--- config.mk ---
export PLATFORM = sky130hd
export DESIGN_NAME = capture_classify_ctrl
export DESIGN_NICKNAME = d
export VERILOG_FILES = /design/src/rtl/mnist_pkg.sv /design/src/rtl/btn_conditioner.sv /design/src/rtl/capture_classify_ctrl.sv
export SDC_FILE = /design/constraint.sdc
export NUM_CORES = 1
export LEC_CHECK = 0
export BUFFER_PORTS_ARGS = -buffer_cell sky130_fd_sc_hd__buf_2
export CAP_MARGIN = 30
export CORE_MARGIN = 2
export CORE_UTILIZATION = 39
export CTS_CLUSTER_DIAMETER = 120
export DETAILED_ROUTE_END_ITERATION = 8
export PLACE_DENSITY = 0.74
export SKIP_CTS_REPAIR_TIMING = 1
export SLEW_MARGIN = 20
export SYNTH_ARGS = -nofsm -noshare
export SYNTH_HDL_FRONTEND = slang
export SYNTH_HIERARCHICAL = 1
export SYNTH_SLANG_ARGS = --single-unit
--- constraint.sdc ---
create_clock -name clk -period 2.5 [get_ports clk]
set_input_delay 0.375 -clock clk [delete_from_list [all_inputs] [get_ports clk]]
set_output_delay 0.375 -clock clk [all_outputs]
set_load 0.03 [all_outputs]
--- src/rtl/mnist_pkg.sv ---
// Shared types and sizes for the switch-driven image capture front end.
package mnist_pkg;
    typedef enum logic [1:0] {LOAD, START, WAIT, SHOW} ctrl_state_t;

    localparam int IMG_LINES  = 8;
    localparam int IMG_LINE_W = 8;
    localparam int DIGIT_W    = 4;
endpackage

--- src/rtl/btn_conditioner.sv ---
// Push-button conditioner: 2-flop synchronizer, optional debounce filter, rising-edge pulse.
// Build macro DEBOUNCE_EN enables the stable-level filter (DEBOUNCE_CYCLES).
module btn_conditioner #(
    parameter int DEBOUNCE_CYCLES = 1000000
) (
    input  logic clk,
    input  logic btnReset,
    input  logic btn,
    output logic press
);
    logic [1:0] sync_q;
    logic       lvl;
    logic       prev_q;
    logic       press_q;

    always_ff @(posedge clk or posedge btnReset) begin
        if (btnReset) sync_q <= '0;
        else          sync_q <= {sync_q[0], btn};
    end

`ifdef DEBOUNCE_EN
    localparam int CNT_W = (DEBOUNCE_CYCLES > 1) ? $clog2(DEBOUNCE_CYCLES) : 1;

    logic             filt_q;
    logic [CNT_W-1:0] cnt_q;

    // Filtered level only follows after DEBOUNCE_CYCLES consecutive disagreeing samples.
    always_ff @(posedge clk or posedge btnReset) begin
        if (btnReset) begin
            filt_q <= 1'b0;
            cnt_q  <= '0;
        end else if (sync_q[1] == filt_q) begin
            cnt_q  <= '0;
        end else if (cnt_q == CNT_W'(DEBOUNCE_CYCLES - 1)) begin
            filt_q <= sync_q[1];
            cnt_q  <= '0;
        end else begin
            cnt_q  <= cnt_q + 1'b1;
        end
    end

    assign lvl = filt_q;
`else
    assign lvl = sync_q[1];
`endif

    always_ff @(posedge clk or posedge btnReset) begin
        if (btnReset) begin
            prev_q  <= 1'b0;
            press_q <= 1'b0;
        end else begin
            prev_q  <= lvl;
            press_q <= lvl & ~prev_q;
        end
    end

    assign press = press_q;
endmodule

--- src/rtl/capture_classify_ctrl.sv ---
// Line-by-line image capture from switches, classifier start/done handshake, result hold.
// Build macro DEBOUNCE_EN enables button debouncing in btn_conditioner.
module capture_classify_ctrl
    import mnist_pkg::*;
#(
    parameter int LINES           = IMG_LINES,
    parameter int LINE_W          = IMG_LINE_W,
    parameter int DEBOUNCE_CYCLES = 1000000
) (
    input  logic                             clk,
    input  logic                             btnReset,
    input  logic                             btnUpdate,
    input  logic [LINE_W-1:0]                sw,
    output logic [LINES*LINE_W-1:0]          img,
    output logic [$clog2(LINES)-1:0]         line_idx,
    output logic                             cls_start,
    input  logic                             cls_done,
    input  logic [DIGIT_W-1:0]               cls_digit,
    output logic [DIGIT_W-1:0]               digit,
    output logic                             digit_valid,
    output logic                             busy
);
    localparam int IDX_W = $clog2(LINES);

    logic press;

    btn_conditioner #(.DEBOUNCE_CYCLES(DEBOUNCE_CYCLES)) u_btn (
        .clk      (clk),
        .btnReset (btnReset),
        .btn      (btnUpdate),
        .press    (press)
    );

    ctrl_state_t               state_q, state_d;
    logic [LINES*LINE_W-1:0]   img_q, img_d;
    logic [IDX_W-1:0]          idx_q, idx_d;
    logic [DIGIT_W-1:0]        digit_q, digit_d;
    logic                      valid_q, valid_d;

    always_ff @(posedge clk or posedge btnReset) begin
        if (btnReset) begin
            state_q <= LOAD;
            img_q   <= '0;
            idx_q   <= '0;
            digit_q <= '0;
            valid_q <= 1'b0;
        end else begin
            state_q <= state_d;
            img_q   <= img_d;
            idx_q   <= idx_d;
            digit_q <= digit_d;
            valid_q <= valid_d;
        end
    end

    always_comb begin
        state_d = state_q;
        img_d   = img_q;
        idx_d   = idx_q;
        digit_d = digit_q;
        valid_d = valid_q;
        case (state_q)
            LOAD: begin
                if (press) begin
                    img_d[idx_q*LINE_W +: LINE_W] = sw;
                    if (idx_q == IDX_W'(LINES - 1)) begin
                        idx_d   = '0;
                        state_d = START;
                    end else begin
                        idx_d   = idx_q + 1'b1;
                    end
                end
            end
            START: state_d = WAIT;
            // Presses here are dropped, including one coincident with done.
            WAIT: begin
                if (cls_done) begin
                    digit_d = cls_digit;
                    valid_d = 1'b1;
                    state_d = SHOW;
                end
            end
            SHOW: begin
                if (press) begin
                    img_d             = '0;
                    img_d[LINE_W-1:0] = sw;
                    idx_d             = IDX_W'(1);
                    valid_d           = 1'b0;
                    state_d           = LOAD;
                end
            end
            default: state_d = LOAD;
        endcase
    end

    assign img         = img_q;
    assign line_idx    = idx_q;
    assign digit       = digit_q;
    assign digit_valid = valid_q;
    assign cls_start   = (state_q == START);
    assign busy        = (state_q == START) || (state_q == WAIT);
endmodule

# Word-level counts from Yosys, hierarchy flattened
# Index checks and enable logic that the tools add are counted.
# Widths: inputs -> output; s select.
# totals
romBits	0
mem_count	0
ramBits	0
latch_bits	0
inputBits	16
regBits	78
# classes
shift	2
n_mux	16
add_sub_neg	2
order_cmp	0
div_mod_pow	0
reduce_logical	8
n_eq_ne	8
n_mul	0
bitwise	2
# op_table
cell	n
$mux 64	2
$pmux 64 s2	1
$bwmux 64	1
$shift 8x34->64 const A	1
$shiftx 8x34->64	1
$neg 6->34	1
$mux 3	3
$mux 2	4
$pmux 2 s4	1
$pmux 3 s2	1
$reduce_and 3->1	2
$eq 2x2->1 const B	2
$ne 2x1->1 const B	2
$ne 2x2->1 const B	2
$reduce_and 4->1	1
$reduce_bool 2->1	2
$add 3x1->3 const B	1
$eq 3x3->1 const B	1
$eq 2x1->1 const B	1
$logic_not 2->1	1
$mux 1	2
$pmux 1 s2	1
$reduce_and 2->1	1
$and 1x1->1	1
other kinds (2)	2

# Logic depth before layout (Yosys ltp)
# Gate-level depths: netlist (run 1).
# depth
word_depth	5
ltp_mapped	9

# Hierarchy
# The synthesis (run 1) kept the hierarchy.
# by_module_without_submodules
module	cells_per_inst	seq_area_each_um2	area_each_um2	instances
capture_classify_ctrl	232	1851.8	3060.4	1
btn_conditioner	6	100.1	117.6	1

# Worst setup path before layout (run 1)
# No wires, ideal clock.
# synth_timing
path_type	register -> register
startpoint	register idx_q[0], in the netlist line_idx[0]
endpoint	register img_q[25], in the netlist img[25]
slack_ns	0.082
synth_period_minus_slack_ns	2.418
t_arrival_ns	2.292
path_stages_with_launch	8
n_path_buf	2
cell_sequence	dfrtp_1 buf_2 inv_1 ha_1 ha_1 clkbuf_1 a31oi_2 a2bb2o_1
# synth_via
elab_chain_len	5
# synth_lines
element	line_no	source
from (decl)	capture_classify_ctrl.sv:36	logic [IDX_W-1:0] idx_q, idx_d;
from (signal assigned)	capture_classify_ctrl.sv:50	idx_q <= idx_d;
$neg 6->34 (*)	capture_classify_ctrl.sv:65	img_d[idx_q*LINE_W +: LINE_W] = sw;
$shiftx 8x34->64 / $shift 8x34->64 (equally long branches)	capture_classify_ctrl.sv:65	
$bwmux 64 (*)	capture_classify_ctrl.sv:65	
$mux 64 (*)	capture_classify_ctrl.sv:64	if (press) begin
$pmux 64 s2 (*)	capture_classify_ctrl.sv:62	case (state_q)
to (signal assigned)	capture_classify_ctrl.sv:49	img_q <= img_d;
to (decl)	capture_classify_ctrl.sv:35	logic [LINES*LINE_W-1:0] img_q, img_d;
# Every way passes the cells marked *; elsewhere a longest branch is shown, timed or not. The select of a mux whose other input is x is not followed.
# A chain may end at the register's enable or synchronous reset.

# Worst setup path in the final report (run 1)
# layout_timing
startpoint	register idx_q[1], in the netlist line_idx[1]
endpoint	register img_q[7], in the netlist img[7]
# The elaborated chain is that of the path after synthesis.

==> run_results.csv, run 1 <==
group,metric,value,unit
outcome,outcome,"completed",
worst_hold_path,hold_end,"u_btn/sync_q[0]",
die,io_pins,90,
placement,gp_congestion,0.930,
critical_path,crit_start,"line_idx[1]",
global_routing,grt_max_degree,75,
placement,hpwl,5310,um
routing,vias,2335,
routing,drt_iter0_drc,167,
job,cap_violations,0,
global_routing,grt_overflow,0,
critical_path,required,2740,ps
timing,tightest_slew,681,ps
timing,timing.final.crit_share,89.8,%
critical_path,cp_max_fo,8,
worst_hold_path,hold_depth,1,
timing,fmax,445,MHz
die,initial_utilization,40.7,%
die,die_w,94.3,um
synthesis,synth.ff_latch_count,78,
finish,layout_commonest_cell,"buf_2",
routing,wl_met1,3500,um
die,die_area,8890,um^2
worst_hold_path,hold_class,"input pin to flop",
finish,fillers,699,
critical_path,reg2reg_setup_slack,250,ps
finish,final_cell_mix,"buf_2, dfrtp_1, a22o_1",
critical_path,cp.arrival,2480,ps
die,core_area,7810,um^2
finish,postLayoutCellArea,3950,um^2
critical_path,start_kind,"flop",
synthesis,synth.distinct_cells,38,
critical_path,crit_family,"compound AO/OA/AOI/OAI gates",
global_routing,track_usage,17.7,%
synthesis,syn_area,3180,um^2
clock_network,clk_latency,350,ps
timing,rsz0062_at_grt,"no",
routing,wl_met2,3330,um
synthesis,yosysWarnings,6,
global_routing,grt_pass1_wl,11900,um
critical_path,reg2regPathDepth,6,
placement,pre_cts_slack,278,ps
synthesis,synthesis.instances,238,
placement,placedInstanceArea,3750,um^2
clock_network,cts_tree,"done",
critical_path,slowest_delay,500,ps
routing,wl_per_cell,17.0,um
placement,portBuffers,89,
critical_path,r2r-start,"line_idx[1]",
finish,diodes,0,
synthesis,syn-num-nets,265,
routing,antenna_left,0,
timing,finClkSkew,11.7,ps
routing,wl_met3,491,um
clock_network,h-tree-depth,3,
routing,drt-pass1-iter-count,4,
die,fp.dieH,94.3,um
finish,drive_above_1_share,37.5,%
clock_network,cts_inserted_buffers,9,
timing,slew_viol_final,0,
critical_path,cp_cell_sequence,"inv_1, ha_1, ha_1, nor4b_2, a41oi_1, a22o_1",
routing,drc,0,
power,vdd_drop_max,0.000777,V
synthesis,yosysSeqAreaShare,61.4,%
critical_path,regToRegEndpoint,"img[7]",
timing,slew_headroom,54.0,%
clock_network,cts.path.max_buffers,2,
finish,utilization,50.5,%
finish,area_delta_synth_final,24.1,%
synthesis,syn_area_per_cell,13.4,um^2
clock_network,clkTransAtPathRegs,90,ps
critical_path,critPathKind,"flop to flop",
power,powerDensity,1150,nW/um^2
finish,final_nets,358,
power,leakagePower,0.00212,uW
clock_network,root_buffer,"clkbuf_8",
timing,finalSetupTns,0,ps
routing,top_layer_used,"met4",
timing,period_needed,2250,ps
clock_network,cts.sinks,78,
critical_path,cpMaxStageDelayCell,"dfrtp_1",
global_routing,first_global_vias,2243,
critical_path,worst_setup_path_end_kind,"flop",
worst_hold_path,hold_start,"btnUpdate",
critical_path,worst_path_most_repeated_cell,"ha_1",
timing,setup_viol,0,
routing,viasPerCell,5.33,
die,rows,32,
timing,finalWorstSetupSlack,254,ps
critical_path,critical_path_buf_inv_count,1,
global_routing,antenna_found_initial,0,
routing,drt_wl_total,7440,um
timing,hold_violations,0,
through the flow:
stage	hold slack, ps	total power, uW	std cells
floorplan	141	3170	238
global placement	273	3680	421
detailed placement	282	3720	421
CTS	-108	4590	437
global route	105	4840	438
finish	122	4550	438
state kept, by name, indices dropped and copies added, names as in the netlist:
| signal | flops |
|---|---|
| img | 64 |
| digit | 4 |
| line_idx | 3 |
| state_q | 2 |
| u_btn/sync_q | 2 |
| digit_valid | 1 |
| u_btn/press | 1 |
| u_btn/prev_q | 1 |
report_power, final:
group          switching, uW  internal (uW)
sequential               191           1550
combinational           1290            656
clock                    495            371
total                   1980           2580
final cells by class:
type                       instances  area [um^2]  area share (%)
clock buffer                       9          124            3.14
clock inverter                     7         58.8            1.49
inverter                           9         33.8           0.856
multi-input combinational        138         1140            29.0
sequential                        78         1950            49.5
tap                              102          128            3.24
timing repair buffer              95          505            12.8
worst max-delay path by stage:
stage                     endpoint  slack [ps]  cells after the start
after floorplan            img[25]          80                      7
after global placement      img[7]         370                      6
after detailed placement    img[7]         280                      6
after CTS                  img[39]         250                      7
after global routing       img[33]          40                      7
final                       img[7]         250                      6
synthesized netlist by cell type (all sizes together):
| library cell | number | area (um^2) |
|---|---|---|
| o2bb2ai | 3 | 26.3 |
| nor4b | 1 | 15.0 |
| buf | 10 | 42.5 |
| inv | 9 | 33.8 |
| a2bb2o | 2 | 20.0 |
| nor2b | 3 | 26.3 |
| nand4 | 2 | 12.5 |
| a41oi | 1 | 8.76 |
| nand2 | 7 | 26.3 |
| o21bai | 1 | 7.51 |
| and3b | 1 | 8.76 |
| a22o | 58 | 508 |
| mux2 | 5 | 56.3 |
| o41ai | 1 | 8.76 |
| nand2b | 3 | 18.8 |
| nor3 | 4 | 36.3 |
| nor4 | 2 | 18.8 |
| a21oi | 5 | 25.0 |
| o32a | 1 | 10.0 |
| ha | 11 | 138 |
| and4b | 1 | 10.0 |
| o21a | 1 | 7.51 |
| nor2 | 9 | 33.8 |
| and3 | 3 | 18.8 |
| a21o | 2 | 15.0 |
| dfrtp | 78 | 1950 |
| a31oi | 4 | 43.8 |
| o21ai | 4 | 20.0 |
| clkbuf | 3 | 11.3 |
| and2 | 3 | 18.8 |
kinds of logic after synthesis:
logic type,after synthesis,synth area share (%)
compound gates,83,22.0
flops,78,61.4
simple gates,39,7.68
buf+inv,22,2.76
fa+ha+maj,11,4.33
mux,5,1.77
routing by layer:
metal | vias to the layer above | GRT usage (%)
met5 | - | 0
met4 | 0 | 7.73
met3 | 11 | 4.17
met2 | 90 | 25.5
met1 | 1156 | 25.4
li1 | 1078 | -
No activity file was read; power rests on OpenSTA's default activity.
==> run 2: changes to the inputs <==
Settings changed: MAX_ROUTING_LAYER from default to met4.
==> run_results.csv, run 2 (synthesis results as in run 1) <==
group,metric,value,unit
timing,tightest_slew,677,ps
critical_path,worst_path_most_repeated_cell,"ha_1",
die,rows,32,
routing,antenna_left,0,
finish,area_delta_synth_final,24.1,%
global_routing,grt_overflow,0,
routing,wl_per_cell,17.0,um
critical_path,regToRegEndpoint,"img[7]",
power,combPwrFrac,42.8,%
routing,viasPerCell,5.31,
finish,largest_reg_flops,64,
power,vdd_drop_max,0.000777,V
worst_hold_path,hold_class,"input pin to flop",
global_routing,first_global_vias,2248,
routing,drt_wl_total,7460,um
job,cap_violations,0,
clock_network,cts.sinks,78,
global_routing,globalRouteMet1Util,25.5,%
power,power,4560,uW
critical_path,reg2regPathDepth,6,
die,fp.dieH,94.3,um
critical_path,reg2reg_setup_slack,260,ps
clock_network,cts_inserted_buffers,9,
clock_network,clkTransAtPathRegs,90,ps
power,switching_power,1980,uW
global_routing,antenna_found_initial,0,
power,powerDensity,1150,nW/um^2
timing,setup_viol,0,
power,intPower,2580,uW
critical_path,cp_cell_sequence,"inv_1, ha_1, ha_1, nor4b_2, a41oi_1, a22o_1",
global_routing,top_usage_layer,"met1",
clock_network,h-tree-depth,3,
finish,utilization,50.5,%
timing,slew_viol_final,0,
placement,portBuffers,89,
timing,rsz0062_at_grt,"no",
placement,hpwl,5310,um
global_routing,grt_max_degree,75,
routing,drt-pass1-iter-count,4,
worst_hold_path,hold_depth,1,
critical_path,start_kind,"flop",
critical_path,cp.arrival,2480,ps
critical_path,r2r-start,"line_idx[1]",
clock_network,clk_latency,350,ps
power,sequentialPowerShare,38.2,%
critical_path,slowest_delay,500,ps
global_routing,met3_usage,3.61,%
global_routing,grt_pass1_wl,11900,um
clock_network,cts.path.max_buffers,2,
critical_path,worst_setup_path_end_kind,"flop",
critical_path,critPathKind,"flop to flop",
finish,drive_above_1_share,37.5,%
finish,final_cell_mix,"buf_2, dfrtp_1, a22o_1",
timing,hold_violations,0,
timing,timing.final.crit_share,89.7,%
critical_path,required,2730,ps
finish,layout_commonest_cell,"buf_2",
routing,drc,0,
finish,final_nets,358,
power,power_frac_clock,19.0,%
die,io_pins,90,
worst_hold_path,hold_start,"btnUpdate",
timing,slew_headroom,54.3,%
critical_path,cpMaxStageDelayCell,"dfrtp_1",
placement,gp_congestion,0.946,
timing,finClkSkew,11.0,ps
timing,finalWorstSetupSlack,258,ps
die,die_area,8890,um^2
global_routing,track_usage,18.1,%
worst_hold_path,hold_end,"u_btn/sync_q[0]",
global_routing,grtUsageMet2,25.4,%
placement,placed_cells,421,
routing,drt_iter0_drc,147,
finish,diodes,0,
finish,final_cells,438,
clock_network,cts_tree,"done",
die,die_w,94.3,um
power,leakagePower,0.00212,uW
die,initial_utilization,40.7,%
routing,vias,2325,
placement,pre_cts_slack,278,ps
timing,finalSetupTns,0,ps
clock_network,root_buffer,"clkbuf_8",
timing,fmax,446,MHz
critical_path,cp_max_fo,8,
outcome,outcome,"completed",
power,p_sw_share,43.4,%
timing,period_needed,2240,ps
die,core_area,7810,um^2
run 2: metal layers:
layer / wire length (um) / up-vias
met5: 0 / -
met4: 97 / 0
met3: 453 / 10
met2: 3360 / 82
met1: 3550 / 1147
li1: - / 1086
run 2: power by group through the flow:
| stage | registers, uW | clock network [uW] | logic, uW |
|---|---|---|---|
| 6_report | 1740 | 865 | 1950 |
| 2_1_floorplan | 2290 | 0 | 873 |
| 5_1_grt | 1780 | 951 | 2100 |
| 3_3_place_gp | 1760 | 0 | 1920 |
| 4_1_cts | 1740 | 890 | 1960 |
| 3_5_place_dp | 1770 | 0 | 1950 |
run 2: layout make-up:
class	count	area [um^2]
multi-input combinational	138	1140
tap	102	128
sequential	78	1950
fill	699	3860
clock buffer	9	124
timing repair buffer	95	505
clock inverter	7	58.8
inverter	9	33.8
run 2: worst max path at each step:
stage                 from       to  cells past startpoint
6_report       line_idx[1]   img[7]                      6
5_1_grt        line_idx[1]  img[33]                      7
4_1_cts        line_idx[1]  img[39]                      7
3_5_place_dp   line_idx[1]   img[7]                      6
3_3_place_gp   line_idx[1]   img[7]                      6
2_1_floorplan  line_idx[0]  img[25]                      7
run 2: worst max-delay path, delay by kind of cell (launching register included):
family | cells | cell delay (ps)
compound gates | 2 | 700
fa+ha+maj | 2 | 540
buf+inv | 1 | 110
flops | 1 | 500
simple gates | 1 | 280
run 2: per-stage QoR:
| stage | hold WS, ps | cell area [um^2] |
|---|---|---|
| floorplan | 141 | 3180 |
| global placement | 273 | 3750 |
| detailed placement | 282 | 3750 |
| CTS | -108 | 3930 |
| global route | 108 | 3950 |
| finish | 128 | 3950 |
==> run 3: changes to the inputs <==
Settings changed: CORE_UTILIZATION 39 to 51, PLACE_DENSITY 0.74 to 0.89.
==> run_results.csv, run 3 (synthesis results as in run 1) <==
group,metric,value,unit
job,cap_violations,0,
power,leakagePower,0.00217,uW
finish,postLayoutCellArea,3980,um^2
critical_path,start_kind,"flop",
critical_path,critPathKind,"flop to flop",
critical_path,regToRegEndpoint,"img[36]",
critical_path,r2r-start,"line_idx[0]",
power,p_sw_share,40.3,%
die,die_w,82.9,um
clock_network,root_buffer,"clkbuf_8",
worst_hold_path,hold_class,"input pin to flop",
timing,period_needed,2250,ps
clock_network,clk_latency,340,ps
die,die_area,6880,um^2
timing,tightest_slew,722,ps
finish,diodes,0,
finish,drive_above_1_share,36.9,%
placement,hpwl,5520,um
critical_path,reg2regPathDepth,7,
finish,utilization,66.7,%
critical_path,cp.arrival,2480,ps
routing,drt_iter0_drc,176,
clock_network,cts_inserted_buffers,9,
power,power_frac_clock,23.4,%
timing,setup_viol,0,
clock_network,cts.sinks,78,
routing,drt-pass1-iter-count,4,
timing,slew_viol_final,0,
clock_network,clkTransAtPathRegs,80,ps
power,combPwrFrac,40.9,%
power,powerDensity,1230,nW/um^2
finish,final_cell_mix,"buf_2, dfrtp_1, a22o_1",
clock_network,cts.path.max_buffers,2,
placement,portBuffers,89,
clock_network,h-tree-depth,3,
clock_network,cts_tree,"done",
placement,gp_congestion,0.950,
global_routing,track_usage,23.8,%
routing,drt_wl_total,7880,um
routing,viasPerCell,5.87,
timing,slew_headroom,51.8,%
power,sequentialPowerShare,35.7,%
routing,vias,2411,
critical_path,required,2730,ps
timing,fmax,444,MHz
power,intPower,2910,uW
global_routing,grt_max_degree,32,
die,io_pins,90,
global_routing,grt_pass1_wl,12600,um
routing,drc,0,
die,initial_utilization,53.4,%
critical_path,worst_setup_path_end_kind,"flop",
timing,rsz0062_at_grt,"no",
finish,largest_reg_flops,64,
timing,finalSetupTns,0,ps
placement,placed_cells,395,
routing,antenna_left,0,
finish,layout_commonest_cell,"buf_2",
timing,timing.final.crit_share,90.1,%
placement,placedInstanceArea,3720,um^2
power,vdd_drop_max,0.000758,V
finish,final_cells,411,
power,switching_power,1970,uW
global_routing,grt_overflow,0,
global_routing,first_global_vias,2374,
worst_hold_path,hold_end,"u_btn/sync_q[0]",
finish,fillers,444,
die,rows,28,
global_routing,antenna_found_initial,0,
timing,finClkSkew,8.15,ps
critical_path,reg2reg_setup_slack,250,ps
worst_hold_path,hold_start,"btnUpdate",
finish,area_delta_synth_final,25.1,%
critical_path,cp_max_fo,8,
die,core_area,5960,um^2
outcome,outcome,"completed",
timing,hold_violations,0,
finish,final_nets,359,
worst_hold_path,hold_depth,1,
routing,wl_per_cell,19.2,um
die,fp.dieH,82.9,um
-- run 3: cell types whose count changed in the layout (fill, tap and decap cells not counted) --
cell        before  now
o21bai_1         0    1
and3_1           2    3
o21bai_2         1    0
buf_4            4    5
inv_8            1    0
and3_2           1    0
bufinv_16        0    3
clkinv_4         1    0
clkinvlp_4       4    1
clkbuf_8         9   10
-- run 3: area by class of cell --
| cell class | instances | area [um^2] | share of cell area [%] |
|---|---|---|---|
| inverter | 9 | 33.8 | 0.850 |
| clock inverter | 5 | 106 | 2.68 |
| timing repair buffer | 96 | 513 | 12.9 |
| clock buffer | 10 | 138 | 3.46 |
| sequential | 78 | 1950 | 49.1 |
| tap | 75 | 93.8 | 2.36 |
| multi-input combinational | 138 | 1140 | 28.6 |
-- run 3: layer usage --
metal / up-vias / track usage (%) / share of wire, %
li1: 1090 / - / -
met1: 1189 / 31.7 / 43
met2: 123 / 36.5 / 48
met3: 9 / 5.07 / 7.1
met4: 0 / 8.35 / 1.2
met5: - / - / 0
-- run 3: per-stage QoR --
stage	power [uW]	hold WS (ps)	setup slack, ps
6_report	4880	141	249
5_1_grt	5120	123	74.8
4_1_cts	4890	-88.3	283
3_5_place_dp	3740	280	310
3_3_place_gp	3690	279	412
2_1_floorplan	3170	141	82.4
-- run 3: how the worst max path moves through the flow --
stage	start	to	slack, ps	cells after the start
floorplan	line_idx[0]	img[25]	80	7
global placement	line_idx[0]	img[37]	410	7
detailed placement	state_q[0]	img[53]	310	6
CTS	line_idx[0]	img[36]	280	7
global route	line_idx[0]	img[35]	70	7
finish	line_idx[0]	img[36]	250	7
-- run 3: power by group through the flow --
| stage | clock (uW) | combinational (uW) | sequential [uW] |
|---|---|---|---|
| 2_1_floorplan | 0 | 873 | 2290 |
| 3_3_place_gp | 0 | 1940 | 1740 |
| 3_5_place_dp | 0 | 1980 | 1760 |
| 4_1_cts | 1150 | 2000 | 1740 |
| 5_1_grt | 1220 | 2130 | 1770 |
| 6_report | 1140 | 2000 | 1740 |
-- run 3: critical path, cell delays in order, from the launching register on --
cell      delay (ps)
dfrtp_1          350
inv_1             70
ha_1             220
ha_1             430
nand2b_1         180
nor4_1           270
o21bai_1         300
a22o_1           330
